===== src/rtl/alu_sequencer.sv =====
// alu_sequencer: front-end controller for the 8-bit serial ALU.
// Accepts one request (op, X, Y), sequences BEGIN/op_code/inbus, waits for END,
// assembles the result, and returns it. A watchdog aborts hung operations.
//
// state   | meaning
// --------+----------------------------------------------------------
// IDLE    | ready for a request; captures op/x/y on acceptance
// START   | BEGIN pulse with op_code driven
// LOAD_X  | first operand on inbus
// LOAD_Y  | second operand on inbus; watchdog and prev_byte cleared
// WAIT    | waiting for END; tracks previous outbus byte
// FLUSH   | watchdog expired; one-cycle ALU reset, error result latched
// RESP    | result presented until the consumer takes it
`timescale 1ns/1ps

module alu_sequencer #(
    parameter int TIMEOUT_CYCLES = 64
) (
    input  logic        clk,
    input  logic        reset,
    input  logic        req_valid,
    output logic        req_ready,
    input  logic [1:0]  req_op,
    input  logic [7:0]  req_x,
    input  logic [7:0]  req_y,
    output logic        rsp_valid,
    input  logic        rsp_ready,
    output logic [15:0] rsp_data,
    output logic        rsp_error,
    output logic        alu_begin,
    output logic [1:0]  alu_op_code,
    output logic [7:0]  alu_inbus,
    input  logic [7:0]  alu_outbus,
    input  logic        alu_end,
    output logic        alu_reset
);

    localparam int CW = $clog2(TIMEOUT_CYCLES);
    localparam logic [CW-1:0] CNT_LAST = CW'(TIMEOUT_CYCLES - 1);

    typedef enum logic [2:0] {
        S_IDLE,
        S_START,
        S_LOAD_X,
        S_LOAD_Y,
        S_WAIT,
        S_FLUSH,
        S_RESP
    } state_t;

    state_t         r_state;
    state_t         w_next;
    logic [1:0]     r_op;
    logic [7:0]     r_x;
    logic [7:0]     r_y;
    logic [7:0]     r_prev;
    logic [CW-1:0]  r_cnt;
    logic [15:0]    r_rsp_data;
    logic           r_rsp_error;
    logic           w_timeout;
    logic           w_op_active;

    assign w_timeout = (r_cnt == CNT_LAST);

    // State register.
    always_ff @(posedge clk or negedge reset) begin
        if (!reset) begin
            r_state <= S_IDLE;
        end else begin
            r_state <= w_next;
        end
    end

    // Next-state decode; END takes priority over the watchdog in WAIT.
    always_comb begin
        w_next = r_state;
        case (r_state)
            S_IDLE:   if (req_valid) w_next = S_START;
            S_START:  w_next = S_LOAD_X;
            S_LOAD_X: w_next = S_LOAD_Y;
            S_LOAD_Y: w_next = S_WAIT;
            S_WAIT: begin
                if (alu_end) begin
                    w_next = S_RESP;
                end else if (w_timeout) begin
                    w_next = S_FLUSH;
                end
            end
            S_FLUSH:  w_next = S_RESP;
            S_RESP:   if (rsp_ready) w_next = S_IDLE;
            default:  w_next = S_IDLE;
        endcase
    end

    // Request capture, watchdog counter, previous-byte tracking and result latch.
    always_ff @(posedge clk or negedge reset) begin
        if (!reset) begin
            r_op        <= 2'b00;
            r_x         <= 8'h00;
            r_y         <= 8'h00;
            r_prev      <= 8'h00;
            r_cnt       <= '0;
            r_rsp_data  <= 16'h0000;
            r_rsp_error <= 1'b0;
        end else begin
            case (r_state)
                S_IDLE: begin
                    if (req_valid) begin
                        r_op <= req_op;
                        r_x  <= req_x;
                        r_y  <= req_y;
                    end
                end
                S_LOAD_Y: begin
                    r_cnt  <= '0;
                    r_prev <= 8'h00;
                end
                S_WAIT: begin
                    r_prev <= alu_outbus;
                    r_cnt  <= r_cnt + CW'(1);
                    if (alu_end) begin
                        // mul/div return two bytes: the one before END is the high byte.
                        r_rsp_data  <= r_op[1] ? {r_prev, alu_outbus} : {8'h00, alu_outbus};
                        r_rsp_error <= 1'b0;
                    end
                end
                S_FLUSH: begin
                    r_rsp_data  <= 16'h0000;
                    r_rsp_error <= 1'b1;
                end
                default: begin
                end
            endcase
        end
    end

    assign w_op_active = (r_state == S_START) || (r_state == S_LOAD_X) ||
                         (r_state == S_LOAD_Y) || (r_state == S_WAIT);

    assign req_ready   = (r_state == S_IDLE);
    assign rsp_valid   = (r_state == S_RESP);
    assign rsp_data    = r_rsp_data;
    assign rsp_error   = r_rsp_error;
    assign alu_begin   = (r_state == S_START);
    assign alu_op_code = w_op_active ? r_op : 2'b00;
    assign alu_inbus   = (r_state == S_LOAD_X) ? r_x :
                         (r_state == S_LOAD_Y) ? r_y : 8'h00;
    // The ALU is held in reset for as long as the sequencer is.
    assign alu_reset   = !reset || (r_state == S_FLUSH);

endmodule

===== config.mk =====
export PLATFORM = sky130hd
export DESIGN_NAME = alu_sequencer
export DESIGN_NICKNAME = d
export VERILOG_FILES = /design/src/rtl/alu_sequencer.sv
export SDC_FILE = /design/constraint.sdc
export NUM_CORES = 1
export LEC_CHECK = 0
export BUFFER_PORTS_ARGS = -buffer_cell sky130_fd_sc_hd__buf_2
export CORE_AREA = 2 2 81 83
export CTS_CLUSTER_DIAMETER = 50
export CTS_CLUSTER_SIZE = 30
export DETAILED_ROUTE_END_ITERATION = 10
export DIE_AREA = 0 0 83 85
export PLACE_DENSITY = 0.71
export SETUP_SLACK_MARGIN = 0.05
export SYNTH_ARGS = -nofsm -noshare
export SYNTH_HDL_FRONTEND = slang
export SYNTH_SLANG_ARGS = --single-unit

===== constraint.sdc =====
create_clock -name clk -period 2.7 [get_ports clk]
set_input_delay 0.135 -clock clk [delete_from_list [all_inputs] [get_ports clk]]
set_output_delay 0.135 -clock clk [all_outputs]
set_load 0.03 [all_outputs]

# Word-level counts from Yosys, hierarchy flattened

Index checks and enable logic that the tools add are counted.

$add $sub $neg: 1
Equality and inequality tests: 11
Muxes and demuxes: 15
Reduce and logical (&&, ||, !) cells: 11

Operators by type and width:

| operator              | number |
|---|---|
| $mux W16              | 2 |
| $pmux W16 S2          | 1 |
| $pmux W3 S7           | 1 |
| $mux W8               | 2 |
| $pmux W8 S2           | 1 |
| $mux W3               | 4 |
| $pmux W6 S2           | 1 |
| $eq A3 B3 Y1 const B  | 3 |
| $add A6 B1 Y6 const B | 1 |
| $eq A3 B2 Y1 const B  | 2 |
| $eq A6 B6 Y1 const B  | 1 |
| $logic_or A1 B1 Y1    | 4 |
| $ne A2 B2 Y1 const B  | 2 |
| $reduce_and A2 Y1     | 2 |
| $reduce_bool A2 Y1    | 2 |
| $eq A3 B1 Y1 const B  | 1 |
| $logic_not A3 Y1      | 1 |
| $ne A3 B3 Y1 const B  | 1 |
| $reduce_and A3 Y1     | 1 |
| $mux W2               | 1 |
| $ne A2 B1 Y1 const B  | 1 |
| $pmux W1 S2           | 1 |
| $logic_not A1 Y1      | 1 |
| $mux W1               | 1 |

Register bits: 52
Output and inout bits: 31

# Logic depth before layout (Yosys ltp)

Gate-level depths: netlist of run 1.

Depth after elaboration: 5
Mapped depth: 6

# Worst setup path after synthesis of run 1

Ideal clock, no wire load.

Path kind: flip-flop to flip-flop
From: register r_state[2]
To: register r_op[0]
Data arrival time: 1.605 ns
Data required time: 2.575 ns
Path slack: 0.970 ns
Stages on the path, launching flop included: 7
Path buffers: 3
Cells stage by stage: dfrtp_1 -> buf_6 -> nor3_4 -> and2_4 -> buf_12 -> buf_12 -> mux2_4

Cells in the longest elaborated chain, start to end: 2

Ends and longest elaborated chain:

| element                     | line | RTL |
|---|---|---|
| from (decl)                 | 51   | `state_t r_state;` |
| from (signal assigned)      | 70   | `r_state <= w_next;` |
| $logic_not A3 Y1            | --   |  |
| via req_ready               | 22   | `output logic req_ready,` |
| $reduce_and A2 Y1 (no line) | --   |  |
| to (signal assigned)        | 109  | `r_op <= req_op;` |
| to (decl)                   | 53   | `logic [1:0] r_op;` |

The timed path passes the listed nets, and every way through them passes these cells.
A chain may end at the register's enable or synchronous reset.

# Worst setup path after layout of run 1

From: register r_state[1]
To: output port alu_op_code[0]

Cells in the longest elaborated chain, start to end: 5

Ends and longest elaborated chain:

| element                                      | line | RTL |
|---|---|---|
| $eq A3 B1 Y1 or $eq A3 B2 Y1 (tied branches) | 137  | `assign w_op_active = (r_state == S_START) \|\| (r_state == S_LOAD_X) \|\|` |
| $logic_or A1 B1 Y1 (2 in series)             | 137  |  |
| $logic_or A1 B1 Y1 (*)                       | 138  | `(r_state == S_LOAD_Y) \|\| (r_state == S_WAIT);` |
| $mux W2 (*)                                  | 145  | `assign alu_op_code = w_op_active ? r_op : 2'b00;` |
| to (decl)                                    | 31   | `output logic [1:0] alu_op_code,` |

Mark *: on every way between the ends. The rest lies on a longest branch, timed or not.

==> load_flow_metrics.sql, run 1 <==
INSERT INTO impl_metrics (metric_group, metric, value, unit) VALUES
('clock_tree', 'cts.htree.levels', '2', ''),
('setup_path', 'rr_startpoint', 'r_state[2]', ''),
('sta', 'clock_skew', '10.96', 'ps'),
('setup_path', 'crit_required', '2570', 'ps'),
('clock_tree', 'clkTransAtPathRegs', '110', 'ps'),
('route', 'dr_total_vias', '1684', ''),
('logic_synthesis', 'yosysWarningCount', '0', ''),
('cells_and_area', 'area_delta_synth_final', '16.51', '%'),
('floorplan', 'boundaryPins', '62', ''),
('placement', 'place.port_buffers', '61', ''),
('route', 'detailedRoute.firstPassIterationCount', '4', ''),
('global_routing', 'grt_pass1_vias', '1628', ''),
('cells_and_area', 'num-nets-final', '281', ''),
('clock_tree', 'clock_sink_count', '52', ''),
('setup_path', 'timing.critical_path.slowest_stage_cell', 'sky130_fd_sc_hd__nor2_2', ''),
('run', 'maxCapViolations', '0', ''),
('cells_and_area', 'final_cells', '327', ''),
('sta', 'rsz0062_at_grt', 'false', ''),
('floorplan', 'coreArea', '6205', 'sq um'),
('global_routing', 'grt_max_degree', '53', ''),
('power', 'p_per_area', '1260', 'nW/um^2'),
('cells_and_area', 'final_design_area_excluding_fillers', '2781', 'sq um'),
('placement', 'finalWeightedCongestion', '0.7668', ''),
('setup_path', 'crit_type', 'flip-flop to output pin', ''),
('cells_and_area', 'layout-drive-gt1-share', '38.00', '%'),
('placement', 'place.detailed.hpwl', '3485', 'um'),
('cells_and_area', 'num_antenna_cells', '0', ''),
('logic_synthesis', 'yosys.area.top_type_share', '54.51', '%'),
('route', 'route.detailed.vias_per_inst', '5.150', ''),
('route', 'ant_nets', '0', ''),
('logic_synthesis', 'post_synth_inst_count', '193', ''),
('sta', 'slew_headroom', '52.96', '%'),
('placement', 'placed_cells_incl_taps', '319', ''),
('clock_tree', 'worstSkewPairLatency', '310', 'ps'),
('sta', 'final-hold-violation-count', '0', ''),
('global_routing', 'globalRoute.totalOverflow', '0', ''),
('clock_tree', 'clk_root_buffer_cell', 'sky130_fd_sc_hd__clkbuf_8', ''),
('clock_tree', 'cts_repair_resize_count', '0', ''),
('outcome', 'run_status', 'finished, final reports clean', ''),
('setup_path', 'timing.reg2reg.worst_path_depth', '3', ''),
('floorplan', 'fp.dieArea', '7055', 'sq um'),
('setup_path', 'critical_path.top_delay_family', 'simple AND/OR/NAND/NOR gates', ''),
('placement', 'post_dp_cell_area', '2686', 'sq um'),
('logic_synthesis', 'yosysUniqueCellTypes', '35', ''),
('logic_synthesis', 'synth_sequential_area_ratio', '54.51', '%'),
('logic_synthesis', 'synth_seq_cells', '52', ''),
('cells_and_area', 'fillers', '589', ''),
('logic_synthesis', 'synthesis.area_per_instance', '12.37', 'sq um'),
('floorplan', 'die_y_extent', '85', 'um'),
('clock_tree', 'cts_made_buffers', '5', ''),
('clock_tree', 'clock_tree_from_tritoncts', 'done', ''),
('setup_path', 'cp_num_buf_inv', '1', ''),
('route', 'route.detailed.wl_per_inst', '15.06', 'um'),
('sta', 'count_of_pins_over_their_slew_limit', '0', ''),
('logic_synthesis', 'netlist_area', '2387', 'sq um'),
('global_routing', 'grt_first_pass_wirelength', '8100', 'um'),
('floorplan', 'num_rows', '29', ''),
('setup_path', 'crit_path_max_incr_delay', '580', 'ps'),
('clock_tree', 'cts.path.max_buffers', '2', ''),
('power', 'power.static_leakage', '0.001363', 'uW'),
('floorplan', 'die_width', '83', 'um'),
('setup_path', 'sequence_of_cells_on_the_critical_path', 'nor2_2, xnor2_1, and2_1, buf_2', ''),
('logic_synthesis', 'dominant_cell_type_by_area_after_synthesis', 'sky130_fd_sc_hd__dfrtp_1', ''),
('global_routing', 'number_of_antenna_violations_at_the_first_check_in_global_routing', '0', ''),
('clock_tree', 'cts.hold.buffers_added', '0', ''),
('sta', 'tns', '0', 'ps'),
('sta', 'finalCriticalPeriod', '2154', 'ps'),
('setup_path', 'timing.reg2reg.setup_slack', '840', 'ps'),
('setup_path', 'worst_r2r_endpoint', 'rsp_data[11]', ''),
('setup_path', 'crit_path_end_kind', 'output pin', ''),
('logic_synthesis', 'post_synth_main_area_contributors', 'sky130_fd_sc_hd__dfrtp_1 (55%), sky130_fd_sc_hd__mux2_4 (6.3%), sky130_fd_sc_hd__a22o_1 (6.2%)', '');
area by class of cell:
class	count	area, sq um	area share, %
tap	77	96.34	3.464
timing repair buffer	64	327.8	11.79
multi-input combinational	126	960.9	34.55
clock buffer	5	68.82	2.474
sequential	52	1301	46.78
clock inverter	3	26.28	0.9447
state kept, by name, summed over array words and instances (netlist names):
name and flops:
r_y 8, rsp_data 16, r_prev 8, r_cnt 6, rsp_error 1, r_x 8
r_op 2, r_state 3
synthesized netlist by cell type, types with 2 or more instances:
cell,instances
sky130_fd_sc_hd__dfrtp_1,52
sky130_fd_sc_hd__nor2_1,19
sky130_fd_sc_hd__a22o_1,17
sky130_fd_sc_hd__a21oi_1,15
sky130_fd_sc_hd__mux2_4,10
sky130_fd_sc_hd__o22ai_1,9
sky130_fd_sc_hd__mux2_2,8
sky130_fd_sc_hd__mux2i_1,8
sky130_fd_sc_hd__nand2_1,7
sky130_fd_sc_hd__buf_2,5
sky130_fd_sc_hd__a311oi_1,4
sky130_fd_sc_hd__and2_1,4
sky130_fd_sc_hd__buf_6,4
sky130_fd_sc_hd__clkbuf_1,4
sky130_fd_sc_hd__a41oi_1,3
sky130_fd_sc_hd__a211oi_1,2
sky130_fd_sc_hd__buf_12,2
sky130_fd_sc_hd__nor2_2,2
sky130_fd_sc_hd__o21ai_0,2
per-layer routing:
layer / wire length [um] / vias to the layer above / global-route usage [%] / share of wire [%]
li1: - / 818 / - / -
met3: 312 / 6 / 4.767 / 6.3
met5: 0 / - / 0 / 0
met2: 2204 / 49 / 22.21 / 45
met1: 2360 / 811 / 19.34 / 48
met4: 46 / 0 / 3.130 / 0.93
power by group:
part | switching [uW] | internal, uW | total, uW
Combinational | 969 | 688 | 1660
Sequential | 276 | 1100 | 1380
Clock | 280 | 189 | 469
Total | 1520 | 1980 | 3500
how the worst max path moves through the flow:
stage | from | to | depth (start not counted) | slack (ps)
3_3_place_gp | r_state[2] | rsp_data[15] | 3 | 900
5_1_grt | r_state[1] | alu_op_code[1] | 4 | 430
6_report | r_state[1] | alu_op_code[0] | 4 | 550
2_1_floorplan | r_state[2] | r_op[0] | 6 | 970
3_5_place_dp | r_state[2] | rsp_data[15] | 3 | 840
4_1_cts | r_state[1] | alu_op_code[0] | 4 | 550
kinds of logic after synthesis:
group | share of synthesized area, %
xor+xnor | 0.3669
mux | 13.42
compound gates | 16.35
simple gates | 9.592
fa+ha+maj | 0.5240
buf+inv | 5.241
flops | 54.51
cell usage in the layout, fill, tap and decap left out, drive strengths merged:
master | netlist | layout
a21oi | 15 | 15
xnor2 | 1 | 1
dfrtp | 52 | 52
nand2b | 1 | 1
o22ai | 9 | 9
nand2 | 7 | 7
a211oi | 2 | 2
clkbuf | 4 | 5
and3 | 1 | 1
a22o | 17 | 17
or3b | 1 | 1
nor3b | 1 | 1
a21o | 1 | 1
inv | 0 | 1
a22oi | 1 | 1
and2 | 5 | 5
mux2 | 18 | 18
clkinvlp | 0 | 2
mux2i | 8 | 8
and4bb | 1 | 1
nand4 | 1 | 1
nor3 | 2 | 2
o21ai | 3 | 3
a41oi | 3 | 3
and3b | 1 | 1
and2b | 1 | 1
a311oi | 4 | 4
buf | 11 | 64
nor2 | 21 | 21
ha | 1 | 1
stage by stage:
step | worst slack [ps] | power, uW | hold slack (ps) | util, %
finish | 546.3 | 3504 | 1.634 | 44.83
global route | 429.3 | 3728 | 43.42 | 44.83
CTS | 549.7 | 3538 | 20.37 | 44.83
detailed placement | 837.7 | 3061 | 364.9 | 43.30
global placement | 895.2 | 3021 | 366.5 | 43.30
floorplan | 970.3 | 2705 | -160.6 | -
(Power assumes the default switching activity.)
==> run 2: changes to the inputs <==
--- a/config.mk
+++ b/config.mk
@@ -11,7 +11,7 @@
 export CTS_CLUSTER_SIZE = 30
 export DETAILED_ROUTE_END_ITERATION = 10
 export DIE_AREA = 0 0 83 85
-export PLACE_DENSITY = 0.71
+export PLACE_DENSITY = 0.73
 export SETUP_SLACK_MARGIN = 0.05
 export SYNTH_ARGS = -nofsm -noshare
 export SYNTH_HDL_FRONTEND = slang
==> constraint.sdc (replaced) <==
create_clock -name clk -period 1.85 [get_ports clk]
set_input_delay 0.0925 -clock clk [delete_from_list [all_inputs] [get_ports clk]]
set_output_delay 0.0925 -clock clk [all_outputs]
set_load 0.03 [all_outputs]
==> run 2 against run 1 <==
Net effect: sequential share of layout area shrank 1.1 points; sequential power grew 47%; core utilization grew 1.2 points; largest power group unchanged; clock skew is essentially flat; routed wire length grew 3.6%; cell area grew 2.6%; critical endpoint is now alu_inbus[3].
==> load_flow_metrics.sql, run 2 (synthesis gave the netlist of run 1 again) <==
INSERT INTO impl_metrics (metric_group, metric, value, unit) VALUES
('setup_path', 'cp_num_buf_inv', '1', ''),
('clock_tree', 'clkTransAtPathRegs', '100', 'ps'),
('route', 'drc', '0', ''),
('global_routing', 'globalRoute.totalOverflow', '0', ''),
('clock_tree', 'cts_made_buffers', '5', ''),
('floorplan', 'die_width', '83', 'um'),
('setup_path', 'timing.critical_path.fanout_max', '13', ''),
('route', 'dr_total_vias', '1733', ''),
('placement', 'place.port_buffers', '61', ''),
('global_routing', 'groute.usage.overall', '14.91', '%'),
('route', 'drt_iter0_markers', '95', ''),
('route', 'wl', '5102', 'um'),
('power', 'irDropWorstVdd', '0.8343', 'mV'),
('floorplan', 'num_rows', '29', ''),
('run', 'maxCapViolations', '0', ''),
('global_routing', 'grt_first_pass_wirelength', '8528', 'um'),
('sta', 'count_of_pins_over_their_slew_limit', '0', ''),
('floorplan', 'die_y_extent', '85', 'um'),
('sta', 'final_setup_slack_of_the_worst_path', '196.2', 'ps'),
('global_routing', 'number_of_antenna_violations_at_the_first_check_in_global_routing', '0', ''),
('sta', 'slew_headroom', '53.81', '%'),
('placement', 'place.detailed.hpwl', '3594', 'um'),
('placement', 'post_dp_cell_area', '2709', 'sq um'),
('setup_path', 'crit_type', 'flip-flop to output pin', ''),
('clock_tree', 'worstSkewPairLatency', '310', 'ps'),
('setup_path', 'critical_path.top_delay_family', 'flip-flops', ''),
('floorplan', 'initial_core_util', '38.48', '%'),
('setup_path', 'crit_path_max_incr_delay', '540', 'ps'),
('cells_and_area', 'area_delta_synth_final', '19.55', '%'),
('sta', 'worst-slew-pin-transition', '692.8', 'ps'),
('setup_path', 'crit_required', '1760', 'ps'),
('power', 'finalPower', '5206', 'uW'),
('clock_tree', 'cts.htree.levels', '2', ''),
('route', 'route.detailed.vias_per_inst', '5.173', ''),
('route', 'ant_nets', '0', ''),
('cells_and_area', 'largest_register_ff_count', '16', ''),
('clock_tree', 'clock_sink_count', '52', ''),
('cells_and_area', 'final_util', '46.00', '%'),
('placement', 'post-place-ws', '231.0', 'ps'),
('sta', 'setup_viol_count_final', '0', ''),
('cells_and_area', 'num-nets-final', '289', ''),
('cells_and_area', 'layout-drive-gt1-share', '39.92', '%'),
('setup_path', 'timing.critical_path.arrival', '1560', 'ps'),
('cells_and_area', 'final_design_area_excluding_fillers', '2854', 'sq um'),
('power', 'power.static_leakage', '0.001402', 'uW'),
('route', 'route.detailed.wl_per_inst', '15.23', 'um'),
('sta', 'tns', '0', 'ps'),
('sta', 'min_period_over_period', '89.40', '%'),
('sta', 'clock_skew', '10.88', 'ps'),
('setup_path', 'startpoint_type', 'flip-flop', ''),
('global_routing', 'grt_pass1_vias', '1726', ''),
('floorplan', 'coreArea', '6205', 'sq um'),
('cells_and_area', 'mostFrequentLayoutCell', 'sky130_fd_sc_hd__buf_2', ''),
('setup_path', 'sequence_of_cells_on_the_critical_path', 'nand2b_2, nor2_1, buf_2', ''),
('placement', 'finalWeightedCongestion', '0.8218', ''),
('sta', 'final-hold-violation-count', '0', ''),
('cells_and_area', 'num_antenna_cells', '0', ''),
('sta', 'finalCriticalPeriod', '1654', 'ps'),
('setup_path', 'timing.critical_path.slowest_stage_cell', 'sky130_fd_sc_hd__dfrtp_1', ''),
('floorplan', 'fp.dieArea', '7055', 'sq um'),
('min_path', 'hold_path_class', 'input pin to flip-flop', ''),
('clock_tree', 'clock_tree_from_tritoncts', 'done', ''),
('clock_tree', 'clk_root_buffer_cell', 'sky130_fd_sc_hd__clkbuf_8', ''),
('cells_and_area', 'layout.cells.most_common_list', 'sky130_fd_sc_hd__buf_2 (61), sky130_fd_sc_hd__dfrtp_1 (50), sky130_fd_sc_hd__nor2_1 (19)', ''),
('power', 'p_per_area', '1824', 'nW/um^2'),
('sta', 'timing.fmax', '604.7', 'MHz'),
('setup_path', 'crit_path_end_kind', 'output pin', ''),
('route', 'detailedRoute.firstPassIterationCount', '4', ''),
('floorplan', 'boundaryPins', '62', ''),
('clock_tree', 'cts.path.max_buffers', '2', ''),
('sta', 'rsz0062_at_grt', 'false', ''),
('outcome', 'run_status', 'finished, final reports clean', ''),
('global_routing', 'grt_max_degree', '53', '');
run 2: changes by cell type in the layout (fill, tap and decap cells not counted), sizes merged:
| cell | delta |
|---|---|
| clkinvlp | -1 |
| dlygate4sd3 | +3 |
| clkinv | +1 |
| buf | +5 |
run 2: final cells by class:
type | instances | area, sq um
clock buffers | 5 | 68.82
clock inverters | 3 | 21.27
fillers | 596 | 3351
multi-input cells | 126 | 968.4
flip-flops and latches | 52 | 1304
well taps | 77 | 96.34
repair buffers | 72 | 395.4
run 2: stage by stage:
| step | hold slack, ps | instances |
|---|---|---|
| after floorplan | -203.1 | 193 |
| after global placement | 297.7 | 322 |
| after detailed placement | 318.5 | 322 |
| after CTS | 2.346 | 331 |
| after global routing | 2.844 | 335 |
| final | 8.723 | 335 |
run 2: timing repair:
item | in CTS | in global routing
setup buffers | 0 | 2
gates resized for setup | 1 | 3
pin swaps | 0 | 1
hold buffers | 1 | 2
endpoints found under the setup margin | 2 | 10
hold endpoints to repair | 52 | 2
run 2: routing by layer:
| metal | vias up | GRT usage [%] | share of wire (%) |
|---|---|---|---|
| li1 | 837 | - | - |
| met1 | 841 | 20.33 | 47 |
| met2 | 53 | 24.41 | 47 |
| met3 | 2 | 4.280 | 5.8 |
| met4 | 0 | 2.235 | 0.35 |
| met5 | - | 0 | 0 |
run 2: final timing paths:
| path | from | end | slack, ps | cells after the start |
|---|---|---|---|---|
| setup / recovery | r_state[2] | alu_inbus[3] | 200 | 3 |
| hold / removal | req_y[4] | r_y[4] | 9 | 2 |
| setup reg to reg | r_state[2] | r_y[7] | 220 | 3 |
| hold reg to reg | rsp_data[5] | rsp_data[5] | 510 | 1 |
| max in group asynchronous | reset | r_state[1] | 880 | 3 |
| min in group asynchronous | reset | rsp_data[6] | 510 | 3 |
run 2: power by group:
part	switching [uW]	internal, uW	total [uW]	leakage [uW]
Sequential	416	1610	2030	0.000667
Combinational	1440	1080	2510	0.000691
Clock	397	270	666	0.0000445
==> run 3: changes to the inputs <==
--- a/config.mk
+++ b/config.mk
@@ -12,6 +12,7 @@
 export DETAILED_ROUTE_END_ITERATION = 10
 export DIE_AREA = 0 0 83 85
 export PLACE_DENSITY = 0.73
+export REMOVE_ABC_BUFFERS = 1
 export SETUP_SLACK_MARGIN = 0.05
 export SYNTH_ARGS = -nofsm -noshare
 export SYNTH_HDL_FRONTEND = slang
==> run 3 against run 2 <==
Net effect: sequential cell count stayed put; clock skew rose by 4.3 ps; critical path depth rose by 1; cell count shrank 0.90%; power shrank 0.78%; sequential share of layout area grew 0.39 points; core utilization down 0.34 points; critical path type unchanged.
==> load_flow_metrics.sql, run 3 (synthesis gave the netlist of run 1 again) <==
INSERT INTO impl_metrics (metric_group, metric, value, unit) VALUES
('power', 'p_per_area', '1824', 'nW/um^2'),
('cells_and_area', 'fillers', '593', ''),
('route', 'drc', '0', ''),
('outcome', 'run_status', 'finished, final reports clean', ''),
('setup_path', 'timing.critical_path.arrival', '1570', 'ps'),
('route', 'dr_total_vias', '1719', ''),
('sta', 'holdWs', '6.905', 'ps'),
('sta', 'timing.fmax', '600.2', 'MHz'),
('cells_and_area', 'num-nets-final', '286', ''),
('cells_and_area', 'layout-drive-gt1-share', '39.61', '%'),
('floorplan', 'num_rows', '29', ''),
('global_routing', 'grt_pass1_vias', '1759', ''),
('setup_path', 'crit_type', 'flip-flop to output pin', ''),
('placement', 'place.port_buffers', '61', ''),
('floorplan', 'die_y_extent', '85', 'um'),
('floorplan', 'fp.dieArea', '7055', 'sq um'),
('sta', 'count_of_pins_over_their_slew_limit', '0', ''),
('global_routing', 'number_of_antenna_violations_at_the_first_check_in_global_routing', '0', ''),
('power', 'irDropWorstVdd', '0.8175', 'mV'),
('placement', 'post_dp_cell_area', '2709', 'sq um'),
('cells_and_area', 'largest_register_ff_count', '16', ''),
('route', 'route.detailed.vias_per_inst', '5.178', ''),
('setup_path', 'startpoint_type', 'flip-flop', ''),
('floorplan', 'die_width', '83', 'um'),
('sta', 'tns', '0', 'ps'),
('sta', 'setup_viol_count_final', '0', ''),
('floorplan', 'coreArea', '6205', 'sq um'),
('clock_tree', 'worstSkewPairLatency', '320', 'ps'),
('setup_path', 'timing.critical_path.fanout_max', '17', ''),
('cells_and_area', 'mostFrequentLayoutCell', 'sky130_fd_sc_hd__buf_2', ''),
('global_routing', 'grt_first_pass_wirelength', '8728', 'um'),
('route', 'route.detailed.wl_per_inst', '15.09', 'um'),
('power', 'finalPower', '5166', 'uW'),
('floorplan', 'boundaryPins', '62', ''),
('setup_path', 'crit_required', '1760', 'ps'),
('cells_and_area', 'multiInputGateArea', '965.9', 'sq um'),
('cells_and_area', 'reg_area', '1305', 'sq um'),
('sta', 'clock_skew', '15.22', 'ps'),
('sta', 'min_period_over_period', '90.05', '%'),
('min_path', 'hold_path_class', 'input pin to flip-flop', ''),
('global_routing', 'grt_max_degree', '53', ''),
('setup_path', 'crit_path_end_kind', 'output pin', ''),
('sta', 'slew_headroom', '56.39', '%'),
('sta', 'rsz0062_at_grt', 'true', ''),
('cells_and_area', 'final_design_area_excluding_fillers', '2833', 'sq um'),
('placement', 'placed_cells_incl_taps', '322', ''),
('power', 'power.static_leakage', '0.001390', 'uW'),
('route', 'ant_nets', '0', ''),
('sta', 'worst-slew-pin-transition', '654.2', 'ps'),
('floorplan', 'initial_core_util', '38.48', '%'),
('clock_tree', 'clock_sink_count', '52', ''),
('clock_tree', 'cts.htree.levels', '2', ''),
('clock_tree', 'clk_root_buffer_cell', 'sky130_fd_sc_hd__clkbuf_8', ''),
('global_routing', 'groute.usage.overall', '15.16', '%'),
('sta', 'final-hold-violation-count', '0', ''),
('clock_tree', 'cts_made_buffers', '5', ''),
('route', 'drt_iter0_markers', '105', ''),
('global_routing', 'globalRoute.totalOverflow', '0', ''),
('route', 'detailedRoute.firstPassIterationCount', '4', ''),
('cells_and_area', 'num_antenna_cells', '0', ''),
('cells_and_area', 'layout.cells.most_common_list', 'sky130_fd_sc_hd__buf_2 (61), sky130_fd_sc_hd__dfrtp_1 (49), sky130_fd_sc_hd__nor2_1 (19)', ''),
('clock_tree', 'clock_tree_from_tritoncts', 'done', ''),
('clock_tree', 'clkTransAtPathRegs', '100', 'ps'),
('clock_tree', 'cts.path.max_buffers', '2', ''),
('placement', 'place.detailed.hpwl', '3429', 'um'),
('clock_tree', 'cts.repair_timing.setup_buffer_count', '0', ''),
('route', 'wl', '5010', 'um'),
('sta', 'finalCriticalPeriod', '1666', 'ps'),
('cells_and_area', 'area_delta_synth_final', '18.66', '%'),
('run', 'maxCapViolations', '0', ''),
('placement', 'finalWeightedCongestion', '0.7303', ''),
('cells_and_area', 'final_cells', '332', '');
==> run 3: cell count changes in the layout (fill, tap and decap cells not counted) <==
| cell | change |
|---|---|
| sky130_fd_sc_hd__buf_4 | -2 |
| sky130_fd_sc_hd__dfrtp_1 | -1 |
| sky130_fd_sc_hd__clkinv_2 | -1 |
| sky130_fd_sc_hd__dlygate4sd3_1 | -1 |
| sky130_fd_sc_hd__clkinv_4 | +2 |
| sky130_fd_sc_hd__nand2b_2 | -1 |
| sky130_fd_sc_hd__dfrtp_2 | +1 |
| sky130_fd_sc_hd__clkinvlp_4 | -1 |
| sky130_fd_sc_hd__nand2b_1 | +1 |
==> run 3: path summary, 6_finish.rpt <==
check | startpoint | to | slack (ps) | cells after the start
setup reg to reg | r_state[2] | r_y[1] | 290 | 3
hold / removal | req_x[6] | r_x[6] | 7 | 2
max in group asynchronous | reset | r_state[1] | 920 | 3
min in group asynchronous | reset | r_x[5] | 460 | 3
hold reg to reg | rsp_data[4] | rsp_data[4] | 500 | 1
setup / recovery | r_state[2] | alu_op_code[0] | 180 | 4
==> run 3: what timing repair did <==
item,4_1_cts,5_1_grt
gates resized for setup,1,3
hold buffers,1,1
hold endpoints to repair,52,1
gates cloned,0,0
endpoints found under the setup margin,1,12
==> run 3: per-stage QoR <==
step | util, % | worst slack [ps]
floorplan | - | -48.13
global placement | 43.66 | 296.8
detailed placement | 43.66 | 251.2
CTS | 45.37 | 71.17
global route | 45.65 | 43.81
finish | 45.65 | 184.0
==> run 3: where the power goes <==
group	total (uW)	internal, uW	switching (uW)
Clock	685	277	408
Sequential	2010	1610	394
Combinational	2470	1040	1440
==> run 3: layout make-up <==
cell class / count / area share (%)
Clock inverter: 3 / 0.9276
Timing Repair Buffer: 69 / 13.07
Sequential cell: 52 / 46.07
Multi-Input combinational cell: 126 / 34.10
Clock buffer: 5 / 2.429
Tap cell: 77 / 3.401
==> run 3: routing by layer <==
layer	share of wire, %	global-route usage (%)	up-vias
li1	-	-	832
met1	47	20.98	808
met2	46	23.53	73
met3	6.8	4.377	6
met4	0.72	4.024	0
met5	0	0	-
==> run 3: critical path, cell delays in order, from the launching register on <==
cell and delay, ps:
sky130_fd_sc_hd__dfrtp_2 500, sky130_fd_sc_hd__buf_4 270, sky130_fd_sc_hd__xnor2_1 150, sky130_fd_sc_hd__and2_1 150
sky130_fd_sc_hd__buf_2 190
